--- config.mk ---
export PLATFORM = sky130hd
export DESIGN_NAME = zx_intrst_ctrl
export DESIGN_NICKNAME = d
export VERILOG_FILES = /design/src/rtl/zx_intrst_ctrl.sv
export SDC_FILE = /design/constraint.sdc
export NUM_CORES = 1
export LEC_CHECK = 0
export CORE_MARGIN = 3
export CORE_UTILIZATION = 43
export CTS_CLUSTER_SIZE = 25
export DETAILED_ROUTE_END_ITERATION = 10
export PLACE_DENSITY = 0.81
export RECOVER_POWER = 100
export SETUP_SLACK_MARGIN = 0.5
export SYNTH_ARGS = -nofsm -noshare
export SYNTH_HDL_FRONTEND = slang
export SYNTH_SLANG_ARGS = --single-unit
export TNS_END_PERCENT = 30
--- constraint.sdc ---
create_clock -name i_clk -period 1.3 [get_ports i_clk]
set_input_delay 0.26 -clock i_clk [delete_from_list [all_inputs] [get_ports i_clk]]
set_output_delay 0.26 -clock i_clk [all_outputs]
set_load 0.01 [all_outputs]
--- src/rtl/zx_intrst_ctrl.sv ---
// Interrupt/reset controller for NCH ZX-bus peripherals: pending/enable/mode registers,
// per-peripheral reset lines and the ZX /INT driver. Define EXT_INT_STRETCH_EN for fixed-width /INT pulses.
module zx_intrst_ctrl #(
    parameter int NCH         = 4,
    parameter int SYNC_STAGES = 2,
    parameter int INT_PULSE   = 32
) (
    input  logic           i_clk,
    input  logic           i_rst,
    input  logic [1:0]     i_reg_addr,
    input  logic           i_reg_wr,
    input  logic [7:0]     i_reg_wdata,
    output logic [7:0]     o_reg_rdata,
    input  logic [NCH-1:0] i_irq_in,
    output logic [NCH-1:0] o_per_rst_n,
    output logic           o_int_req,
    output logic           o_int_n
);

    logic [NCH-1:0] r_sync [SYNC_STAGES];
    logic [NCH-1:0] r_irq_prev;
    logic [NCH-1:0] r_pend;
    logic [NCH-1:0] r_ena;
    logic [NCH-1:0] r_mode;
    logic [NCH-1:0] r_per_rst_n;
    logic           r_eintena;
    logic           r_int_n;

    logic [NCH-1:0] w_irq_s;
    logic [NCH-1:0] w_rise;
    logic [NCH-1:0] w_w1c;
    logic [NCH-1:0] w_pend;
    logic [NCH-1:0] w_pend_next;
    logic           w_int_req;
    logic [7:0]     w_rdata;

    assign w_irq_s = r_sync[SYNC_STAGES-1];
    assign w_rise  = w_irq_s & ~r_irq_prev;
    assign w_w1c   = (i_reg_wr && i_reg_addr == 2'd0) ? i_reg_wdata[NCH-1:0] : '0;

    // Edge-mode bits hold a latched edge; level-mode bits mirror the synchronised input.
    genvar gi;
    generate
        for (gi = 0; gi < NCH; gi++) begin : g_pend
            assign w_pend_next[gi] = r_mode[gi] ? (w_rise[gi] | (r_pend[gi] & ~w_w1c[gi])) : 1'b0;
            assign w_pend[gi]      = r_mode[gi] ? r_pend[gi] : w_irq_s[gi];
        end
    endgenerate

    assign w_int_req = |(w_pend & r_ena);

    always_ff @(posedge i_clk or posedge i_rst) begin
        if (i_rst) begin
            for (int k = 0; k < SYNC_STAGES; k++) r_sync[k] <= '0;
            r_irq_prev <= '0;
            r_pend     <= '0;
        end else begin
            r_sync[0] <= i_irq_in;
            for (int k = 1; k < SYNC_STAGES; k++) r_sync[k] <= r_sync[k-1];
            r_irq_prev <= w_irq_s;
            r_pend     <= w_pend_next;
        end
    end

    always_ff @(posedge i_clk or posedge i_rst) begin
        if (i_rst) begin
            r_ena       <= '0;
            r_mode      <= '0;
            r_per_rst_n <= '0;
            r_eintena   <= 1'b0;
        end else if (i_reg_wr) begin
            case (i_reg_addr)
                2'd1: r_ena <= i_reg_wdata[NCH-1:0];
                2'd2: r_per_rst_n <= i_reg_wdata[NCH-1:0];
                2'd3: begin
                    r_mode    <= i_reg_wdata[NCH-1:0];
                    r_eintena <= i_reg_wdata[6];
                end
                default: ;
            endcase
        end
    end

`ifdef EXT_INT_STRETCH_EN
    typedef enum logic [1:0] {ST_IDLE, ST_ASSERT, ST_WAIT_LOW} state_t;
    state_t     r_state;
    logic [7:0] r_cnt;

    // A request that stays active after its pulse must drop before the next pulse can start.
    always_ff @(posedge i_clk or posedge i_rst) begin
        if (i_rst) begin
            r_state <= ST_IDLE;
            r_cnt   <= '0;
            r_int_n <= 1'b1;
        end else begin
            case (r_state)
                ST_IDLE: begin
                    r_int_n <= 1'b1;
                    if (r_eintena && w_int_req) begin
                        r_state <= ST_ASSERT;
                        r_cnt   <= 8'(INT_PULSE - 1);
                        r_int_n <= 1'b0;
                    end
                end
                ST_ASSERT: begin
                    if (!r_eintena) begin
                        r_state <= ST_IDLE;
                        r_int_n <= 1'b1;
                    end else if (r_cnt == 8'd0) begin
                        r_state <= ST_WAIT_LOW;
                        r_int_n <= 1'b1;
                    end else begin
                        r_cnt <= r_cnt - 8'd1;
                    end
                end
                ST_WAIT_LOW: begin
                    r_int_n <= 1'b1;
                    if (!w_int_req) r_state <= ST_IDLE;
                end
                default: begin
                    r_state <= ST_IDLE;
                    r_int_n <= 1'b1;
                end
            endcase
        end
    end
`else
    always_ff @(posedge i_clk or posedge i_rst) begin
        if (i_rst) r_int_n <= 1'b1;
        else       r_int_n <= ~(r_eintena & w_int_req);
    end
`endif

    always_comb begin
        w_rdata = '0;
        case (i_reg_addr)
            2'd0: w_rdata = 8'(w_pend);
            2'd1: w_rdata = 8'(r_ena);
            2'd2: w_rdata = 8'(r_per_rst_n);
            2'd3: w_rdata = {w_int_req, r_eintena, 6'(r_mode)};
            default: w_rdata = '0;
        endcase
    end

    assign o_reg_rdata = w_rdata;
    assign o_per_rst_n = r_per_rst_n;
    assign o_int_req   = w_int_req;
    assign o_int_n     = r_int_n;

endmodule

==> qor.csv <==
stage,metric,value,unit
pwr,Static Leak,0.8041,nW
grt,pin count of the biggest net entering global routing,31,
outcome,failing checks,negative setup slack,
finish,register area,752.0,um2
timing,worst rel slew slack,50.70,%
worst_setup_path,CP Cell Sequence,"mux2_4, mux4_2, buf_6",
route,DRC Markers,0,
floorplanning,# IOs,31,
timing,Least-Margin Pin Slew,0.7396,ns
yosys,post-synth cell types,20,
floorplanning,area of the core,0.002613,mm2
route,Vias/cell,5.465,
finish,"most common cell after layout, fill and taps aside",dfrtp_1,
clock_tree,Clock Tree Root,clkbuf_4,
route,WL final,2922,um
grt,first-pass GRT wire length,4788,um
min_path,Min-Delay Path Class,reg -> reg,
worst_setup_path,CP Capture Type,output port,
flow_run,Max-cap violations,0,
floorplanning,starting density of the core,47.37,%
timing,fmax,519.3,MHz
grt,initial antenna violation count,0,
yosys,Mapped Cells,80,
route,antenna-violating nets left,0,
grt,GRT Overall Usage,19.33,%
timing,RSZ-0062 raised after global routing,yes,
outcome,status,"finished, violations left",
finish,Nets,143,
timing,final hold violations,0,
timing,Final Cycle Share,148.1,%
clock_tree,clk sinks,30,
timing,Final setup viols,10,
yosys,number of enable flip-flop cells after synthesis,0,
timing,Fin Hold WS,0.3550,ns
worst_setup_path,CP max-delay cell,mux4_2,
worst_setup_path,crit-path max cell delay,0.48,ns
worst_setup_path,CP required,1.04,ns
clock_tree,Clock Path Buffers,2,
grt,total congestion overflow,0,
pwr,peak supply drop,0.001099,V
pwr,pwr/cell area,1391,mW/mm2
yosys,Mapped Area,0.001237,mm2
clock_tree,CTS buffer count,5,
route,Starting DRT DRC Count,20,
yosys,Yosys warning count,0,
floorplanning,DIE AREA,0.003558,mm2
clock_tree,clk slew on worst S/H paths,0.09,ns
timing,fin. max-slew vios,0,
timing,crit path time final,1.926,ns
floorplanning,DIE WIDTH,59.65,um
worst_setup_path,critical path launch point type,flip-flop,
clock_tree,worst skew pair latency,0.33,ns
timing,Setup WS post-layout,-0.6256,ns
grt,vias in the first global route,926,
finish,Fillers,192,
placement,gpl congestion,0.7189,
worst_setup_path,WP data arrival,1.67,ns
floorplanning,die height,59.65,um
finish,Layout area overhead,39.94,%
yosys,"FFs w/ async S/R, synth",100.0,%
clock_tree,CTS tree,done,
route,vias,858,
floorplanning,cell row count,18,
finish,Multi-input gate area,509.2,um2
route,Routed WL per cell,18.61,um
finish,post-route insts no fill,157,
worst_setup_path,Top delay family on crit path,multiplexers,
timing,Clock Skew,0.004714,ns
worst_setup_path,"Buf+Inv Stages, Crit Path",1,
worst_setup_path,Critical Path Fanout Max,2,
placement,DP HPWL,1865,um
yosys,register area share after synthesis,60.77,%
clock_tree,CTS H-tree lvls,2,
clock_tree,# hold bufs at CTS,0,
worst_setup_path,WS Path Type,reg -> out,
route,first drt pass iteration count,4,
placement,port buffer count,25,
yosys,syn avg cell area,15.47,um2
yosys,"FF+latch count, synth",30,
placement,placed cell count,145,
finish,layout cell share with drive strength beyond 1,42.52,%
finish,most frequent cells in the layout,"dfrtp_1, mux2_4, buf_6",
yosys,Synth Flop Type,dfrtp_1,
finish,# diodes,0,
==> state kept, by name (all words and copies together), names as in the netlist <==
name         flops
o_int_n          1
r_ena            4
r_irq_prev       4
r_sync           4
r_eintena        1
w_irq_s          4
r_mode           4
r_pend           4
o_per_rst_n      4
==> area by class of cell <==
cell class | count | share of cell area, %
clock inverters | 1 | 0.2890
well taps | 30 | 2.168
flip-flops and latches | 30 | 43.42
clock buffers | 7 | 3.179
multi-input cells | 46 | 29.41
repair buffers | 42 | 21.32
inverters | 1 | 0.2168
==> stage by stage <==
step,total power [mW],utilization (%),area (um2),worst slack [ns],setup TNS (ns)
3_3_place_gp,1.775,62.21,1625,-0.9310,-14.16
2_1_floorplan,1.461,-,1269,-0.1302,-0.5742
6_report,2.409,66.28,1732,-0.6256,-3.757
5_1_grt,2.518,66.28,1732,-0.6887,-4.411
3_5_place_dp,1.806,62.21,1625,-0.9312,-14.65
4_1_cts,2.475,69.16,1807,-0.6330,-3.619
==> timing repair <==
| item | 4_1_cts | 5_1_grt |
|---|---|---|
| gates resized for setup | 99 | 9 |
| setup buffers | 2 | 2 |
| setup endpoints to repair | 30 | 30 |
| pin swaps | 15 | 12 |
==> layer usage <==
| layer | wire length [um] | track usage [%] |
|---|---|---|
| met1 | 1150 | 23.20 |
| met3 | 190 | 5.664 |
| met4 | 42 | 8.544 |
| met2 | 1538 | 31.94 |
| met5 | 0 | 0 |
==> power breakdown <==
part,total [mW],internal (mW),switching [mW]
sequential,1.14,1.06,0.0824
combinational,0.690,0.421,0.269
clock,0.578,0.262,0.317
total,2.41,1.74,0.668
==> final timing paths <==
kind | cells after the start | slack, ns | from | end
max | 3 | -0.63 | r_mode[0] | o_reg_rdata[0]
min | 0 | 0.36 | r_sync[4] | w_irq_s[0]
max reg2reg | 4 | 0.03 | r_mode[3] | o_int_n
min reg2reg | 0 | 0.36 | r_sync[4] | w_irq_s[0]
max in group asynchronous | 3 | 0.26 | i_rst | r_eintena
min in group asynchronous | 3 | 0.56 | i_rst | w_irq_s[3]
==> synth_stat cells (2+ instances only) <==
cell type | number | area (um2)
buf_2 | 2 | 10.01
nand2_1 | 2 | 7.510
nand3b_1 | 2 | 15.01
buf_4 | 2 | 15.01
a22oi_1 | 2 | 15.01
dfrtp_1 | 29 | 725.7
a21boi_0 | 4 | 30.03
o21a_1 | 4 | 30.03
mux2_4 | 4 | 60.06
nor2b_1 | 4 | 25.02
mux4_2 | 4 | 90.09
mux2_2 | 13 | 146.4
==> kinds of logic after synthesis <==
kind of cell	synth area share (%)
flops	60.77
compound gates	7.280
other cells	0.3030
simple gates	5.359
mux	23.96
buf+inv	2.325
Power figures use the tool's default switching activity.
